==> config.mk <==
export PLATFORM = sky130hd
export DESIGN_NAME = hazard_stall_ctrl
export DESIGN_NICKNAME = d
export VERILOG_FILES = /design/src/rtl/hazard_stall_ctrl.sv
export SDC_FILE = /design/constraint.sdc
export NUM_CORES = 1
export LEC_CHECK = 0
export BUFFER_PORTS_ARGS = -buffer_cell sky130_fd_sc_hd__buf_2
export CORE_ASPECT_RATIO = 0.6
export CORE_MARGIN = 2
export CORE_UTILIZATION = 45
export DETAILED_ROUTE_END_ITERATION = 6
export PLACE_DENSITY_LB_ADDON = 0.15
export SKIP_CTS_REPAIR_TIMING = 1
export SYNTH_ARGS = -nofsm -noshare
export SYNTH_HDL_FRONTEND = slang
export SYNTH_SLANG_ARGS = --single-unit
==> constraint.sdc <==
create_clock -name clk -period 2.3 [get_ports clk]
set_clock_uncertainty 0.05 [all_clocks]
set_input_delay 0.46 -clock clk [delete_from_list [all_inputs] [get_ports clk]]
set_output_delay 0.46 -clock clk [all_outputs]
set_load 0.02 [all_outputs]
==> src/rtl/hazard_stall_ctrl.sv <==
// hazard_stall_ctrl
// Stall/flush control for the 5-stage MIPS pipeline. It detects load-use and
// branch-operand hazards against the Execute and Memory stages, and holds
// HI/LO readers and new multiply/divide ops in Decode while the multi-cycle
// multiply/divide unit is still busy.

module hazard_stall_ctrl #(
    parameter int MULT_CYCLES = 4,
    parameter int DIV_CYCLES  = 32
) (
    input  logic        clk,
    input  logic        rst,
    input  logic [4:0]  rsD,
    input  logic [4:0]  rtD,
    input  logic        useRtD,
    input  logic        branchD,
    input  logic        branchTakenD,
    input  logic        hiloReadD,
    input  logic        mdOpD,
    input  logic        memReadE,
    input  logic        regWriteE,
    input  logic [4:0]  writeRegE,
    input  logic        memReadM,
    input  logic [4:0]  writeRegM,
    input  logic        mdStartE,
    input  logic        mdIsDivE,
    output logic        stallF,
    output logic        stallD,
    output logic        flushD,
    output logic        flushE,
    output logic        mdBusy,
    output logic        mdDone,
    output logic [15:0] stallCycles
);

    localparam logic [0:0] IDLE = 1'b0;
    localparam logic [0:0] BUSY = 1'b1;

    localparam logic [5:0] MULT_LOAD = 6'(MULT_CYCLES);
    localparam logic [5:0] DIV_LOAD  = 6'(DIV_CYCLES);

    logic [0:0] state;
    logic [5:0] cnt;

    logic matchE;
    logic matchM;
    logic lwStall;
    logic brStall;
    logic mdStall;
    logic stall;

    // Hazard detection: compare Decode source registers against the
    // destinations still in flight; register 0 never creates a dependency.
    always_comb begin
        matchE  = regWriteE && (writeRegE != 5'd0) &&
                  ((writeRegE == rsD) || (useRtD && (writeRegE == rtD)));
        matchM  = memReadM && (writeRegM != 5'd0) &&
                  ((writeRegM == rsD) || (useRtD && (writeRegM == rtD)));
        lwStall = memReadE && matchE;
        brStall = branchD && (matchE || matchM);
        mdStall = mdBusy && (hiloReadD || mdOpD);
        stall   = lwStall || brStall || mdStall;
    end

    // A stalled taken branch must not redirect fetch until the stall clears,
    // otherwise the branch would be squashed-and-retaken twice.
    assign stallF = stall;
    assign stallD = stall;
    assign flushE = stall;
    assign flushD = branchTakenD && !stall;
    assign mdBusy = (state == BUSY);

    // Multiply/divide occupancy tracker: load the op latency on start, count
    // down while busy and pulse mdDone in the first idle cycle afterwards.
    always_ff @(posedge clk) begin
        if (rst) begin
            state  <= IDLE;
            cnt    <= 6'd0;
            mdDone <= 1'b0;
        end else begin
            mdDone <= 1'b0;
            case (state)
                IDLE: begin
                    if (mdStartE) begin
                        cnt   <= mdIsDivE ? DIV_LOAD : MULT_LOAD;
                        state <= BUSY;
                    end
                end
                BUSY: begin
                    cnt <= cnt - 6'd1;
                    if (cnt == 6'd1) begin
                        state  <= IDLE;
                        mdDone <= 1'b1;
                    end
                end
                default: begin
                    state <= IDLE;
                    cnt   <= 6'd0;
                end
            endcase
        end
    end

    // Performance counter of stalled Decode cycles, pinned at its maximum.
    always_ff @(posedge clk) begin
        if (rst) begin
            stallCycles <= 16'd0;
        end else if (stallD && (stallCycles != 16'hFFFF)) begin
            stallCycles <= stallCycles + 16'd1;
        end
    end

endmodule

Word level (Yosys, flattened, before mapping)
Index checks and enable logic that the tools add are counted.

Add/subtract/negate cells: 2. Eq/ne operators: 7. Mux-type cells: 7. Bitwise operators: 1. Reductions and logical operators: 21.

Operators with widths (count): equality test 5 bit (4); adder 16 x 1 -> 16 bit, second input constant (1); inequality test 16 bit, second input constant (1); 2-to-1 mux 6 bit (2); one-hot mux 6 bit (2 select lines) (1); logical AND 1 bit (11); nonzero test 5 bit (2); equality test 6 x 1 -> 1 bit, second input constant (1); logical OR 1 bit (6); subtractor 6 x 1 -> 6 bit, second input constant (1); 2-to-1 mux 1 bit (3); inequality test 2 bit, second input constant (1); one-hot mux 1 bit (2 select lines) (1); OR reduction 2 bit (1); logical NOT 1 bit (1); inverter 1 bit (1).

Flip-flop bits (word level): 24. Output and inout port bits: 22.

Longest topological paths before layout
Depth after elaboration: 10. Mapped depth: 9.

Worst setup path before layout
OpenSTA, ideal clock, no wires.

Path kind: input to output. From: input port writeRegE[1]. To: output port flushD. Data arrival time: 1.923 ns. Data required time: 1.790 ns. Setup slack: -0.133 ns. Cell stages on the path: 6. Path buffers: 0. Cell sequence: or4_4 -> o21ai_2 -> inv_1 -> a22oi_1 -> o21ai_1 -> nor2_1.

Cells in the longest elaborated chain, start to end: 10.

Ends and longest elaborated chain: from (decl) (line 22) `input logic [4:0] writeRegE,`; equality test 5 bit (line 56) `((writeRegE == rsD) || (useRtD && (writeRegE == rtD)));`; logical AND 1 bit (line 56); logical OR 1 bit (line 56); logical AND 1 bit * (line 55) `matchE = regWriteE && (writeRegE != 5'd0) &&`; logical OR 1 bit (line 60) `brStall = branchD && (matchE || matchM);`; logical AND 1 bit (line 60); logical OR 1 bit * (2 in series) (line 62) `stall = lwStall || brStall || mdStall;`; named net flushE (line 30) `output logic flushE,`; logical NOT 1 bit * (line 70) `assign flushD = branchTakenD && !stall;`; logical AND 1 bit * (line 70); to (decl) (line 29) `output logic flushD,`.

The timed path passes the listed nets; every way through them passes the cells marked *.

Worst setup path after layout
From: input port writeRegE[1]. To: output port flushD.

Cells in the longest elaborated chain, start to end: 10.

Ends and longest elaborated chain (line): equality test 5 bit (56); logical AND 1 bit (56); logical OR 1 bit (56); logical AND 1 bit * (55); logical OR 1 bit (60); logical AND 1 bit (60); logical OR 1 bit * (2 in series) (62); logical NOT 1 bit * (70); logical AND 1 bit * (70).

Every way passes the cells marked *; elsewhere a longest branch is shown, timed or not.

==> impl_metrics.ini <==
[routing]
post_drt_wl_per_cell_um = 13.22
top_layer = met4
drt_drc_violations_left = 0
wl_met3_um = 172
routed_wl_um = 3980
vias_per_cell = 5.153
drt_iter0_markers = 51
met2_wirelength_um = 1614
first_pass_iters = 4
vias = 1551
wl_met1_um = 2159
final_antenna_net_count = 0

[clock_tree]
cts_root_buf = clkbuf_8
cts_htree_levels = 1
path_clk_slew_ns = 0.08
cts_buffer_depth = 2
clk_latency_ns = 0.27
cts_tree = done
numCtsBuffers = 3
cts_sinks = 24

[outcome]
violations = negative setup slack
outcome = finished, violations left

[synthesis]
synth_warnings = 0
synthDistinctLibCells = 43
async_flop_share_pct = 0
yosysTopAreaCellShare_pct = 30.52
ys_seq_elements = 24
postSynthAreaPerCell_um2 = 8.462
yosysSeqAreaShare_pct = 30.52
synth_nets = 221
syn-cell-area_mm2 = 0.001574
synthCells = 186
synth_edf_count = 0
ys.flop_type = dfxtp_1
synthTopCellsByArea = dfxtp_1, xnor2_1, nor2_1
yosysTopAreaCell = dfxtp_1

[worst_setup_path]
cp-end-kind = primary output
r2r_cells = 8
startpoint_type = input pin
critPathArrivalTime_ns = 1.87
rr_endpoint = stallCycles[7]$_SDFFE_PP0P_
worstSetupPathType = in -> out
r2r_slack_ns = 0.19
r2r_start = stallCycles[1]$_SDFFE_PP0P_
critPathMaxFanout = 5
critPathRequiredTime_ns = 1.79

[placed_design]
port_buffers = 53
place_area_mm2 = 0.002011
gp_congestion = 0.8793
dp_hpwl_um = 3166

[power_and_ir_drop]
ir_drop_mv = 0.3322
leakagePower_nw = 0.9431
pwr-share-comb_pct = 24.9
intPower_w = 0.0007912
p_per_area_mw_per_mm2 = 507.6
clockPowerShare_pct = 34.3
power_switching_w = 0.0002949
seqPwrFrac_pct = 40.8
p_sw_share_pct = 27.15

[sta]
min_period_over_period_pct = 103.5
setup_viol = 2
hold_violations = 0
drv_slew = 0
setup_ws_ns = -0.08077
max_slew.worst_pin.slew_ns = 0.5839
grt_setup_unrepaired = yes
fmax_mhz = 420.0
whs_ns = 0.4577
relSlewSlack_pct = 61.07
period_needed_ns = 2.381

[global_routing]
grt_max_degree = 35
grt_pass1_wl_um = 6927
grt_pass1_vias = 1477
overflow = 0
antenna_found_initial = 0
track_usage_pct = 22.00

[floorplan]
die_h_um = 49.81
initial_utilization_pct = 47.65
dieArea_mm2 = 0.004002
num_io_pins = 54
die_x_um = 80.35
core_mm2 = 0.003303
rows = 16

[job]
maxCapViolCount = 0

[layout]
antenna_cells = 0
fin_nets = 292
fillCellCount = 320
fin_area_mm2 = 0.002140
drive_above_1_share_pct = 37.11
area_growth_pct = 35.93

[min_path]
hold_class = in -> reg
min_to = cnt[1]$_SDFFE_PP0P_
holdPathStages = 3
min_from = mdStartE
==> routing by layer <==
| metal | track usage, % | vias to the layer above |
|---|---|---|
| met5 | 0 | - |
| met4 | 2.542 | 0 |
| met3 | 4.945 | 4 |
| met2 | 30.83 | 30 |
| met1 | 34.84 | 724 |
| li1 | - | 793 |
==> per-stage QoR <==
stage	utilization [%]	cells	power, W	setup WS [ns]	TNS, ns
after floorplan	-	186	0.0006039	0.003793	0
after CTS	63.03	301	0.001077	-0.1319	-0.2925
final	64.77	301	0.001086	-0.08077	-0.08188
after global routing	64.77	301	0.001139	-0.1416	-0.2445
after detailed placement	60.87	297	0.0007060	-0.1297	-0.6360
after global placement	60.87	297	0.0007032	-0.08389	-0.3462
==> kinds of logic after synthesis <==
family / share of synthesized area [%]
and+or+nand+nor: 30.52
AOI/OAI and AO/OA: 11.45
xor gates and xnor gates: 13.35
DFF: 30.52
buffers and inverters: 4.053
muxes: 7.711
adders and majority gates: 2.385
==> flip-flops by register name, summed over array words and instances (netlist names) <==
signal / flops
stallCycles: 16
cnt: 6
mdBusy: 1
mdDone: 1
==> layout make-up <==
class	instances	area, um^2	share of cell area (%)
multi-input cells	149	1069	49.94
clock buffers	3	41.29	1.930
clock inverters	1	30.03	1.404
well taps	45	56.30	2.632
inverters	6	22.52	1.053
flip-flops and latches	24	480.5	22.46
repair buffers	73	440.4	20.58
==> cell usage in the layout, fill, tap and decap left out, drive strengths merged, types with 3 or more instances in the layout <==
cell type / count
a21oi: 11
and4: 3
buf: 73
clkbuf: 3
dfxtp: 24
ha: 3
inv: 6
mux2: 9
nand2: 8
nand3: 11
nand4: 9
nor2: 26
nor2b: 11
nor3: 4
o21ai: 6
xnor2: 24
==> worst max-delay path by stage <==
stage,from,end,slack (ns),cells after the start
final,writeRegE[1],flushD,-0.08,8
after global placement,writeRegE[1],flushD,-0.08,8
after global routing,writeRegE[1],flushD,-0.14,8
after CTS,writeRegE[1],flushD,-0.13,8
after detailed placement,writeRegE[1],flushD,-0.13,8
after floorplan,stallCycles[0]$_SDFFE_PP0P_,stallCycles[6]$_SDFFE_PP0P_,0.004,9
==> power by group through the flow <==
stage | Combinational, W | Clock (W) | Sequential, W
after detailed placement | 0.000254 | 0 | 0.000452
after CTS | 0.000255 | 0.000379 | 0.000443
after global placement | 0.000251 | 0 | 0.000452
after floorplan | 0.000144 | 0 | 0.000460
final | 0.000270 | 0.000373 | 0.000443
after global routing | 0.000300 | 0.000394 | 0.000446
==> cell usage after synthesis (2+ instances only) <==
| master | number |
|---|---|
| nand3_2 | 5 |
| nand3_1 | 6 |
| buf_4 | 2 |
| and4_1 | 3 |
| o22ai_1 | 2 |
| clkbuf_1 | 4 |
| dfxtp_1 | 24 |
| nand4_1 | 9 |
| nor2b_1 | 11 |
| ha_1 | 3 |
| nand2_1 | 7 |
| a21oi_1 | 9 |
| and2_1 | 2 |
| mux2_1 | 8 |
| o21ai_0 | 4 |
| mux2i_1 | 2 |
| inv_1 | 6 |
| nor3b_1 | 2 |
| and3_1 | 2 |
| nor2_1 | 26 |
| nor3_1 | 3 |
| xnor2_1 | 24 |
| nand2b_1 | 2 |
==> critical path: stages <==
cell and delay [ns]:
buf_6 0.09, or4_4 0.53, o21ai_2 0.15, inv_1 0.07
a22oi_2 0.20, o21ai_4 0.10, nor2_2 0.15, buf_6 0.12
Note: power is estimated with default switching activity, not from simulation.
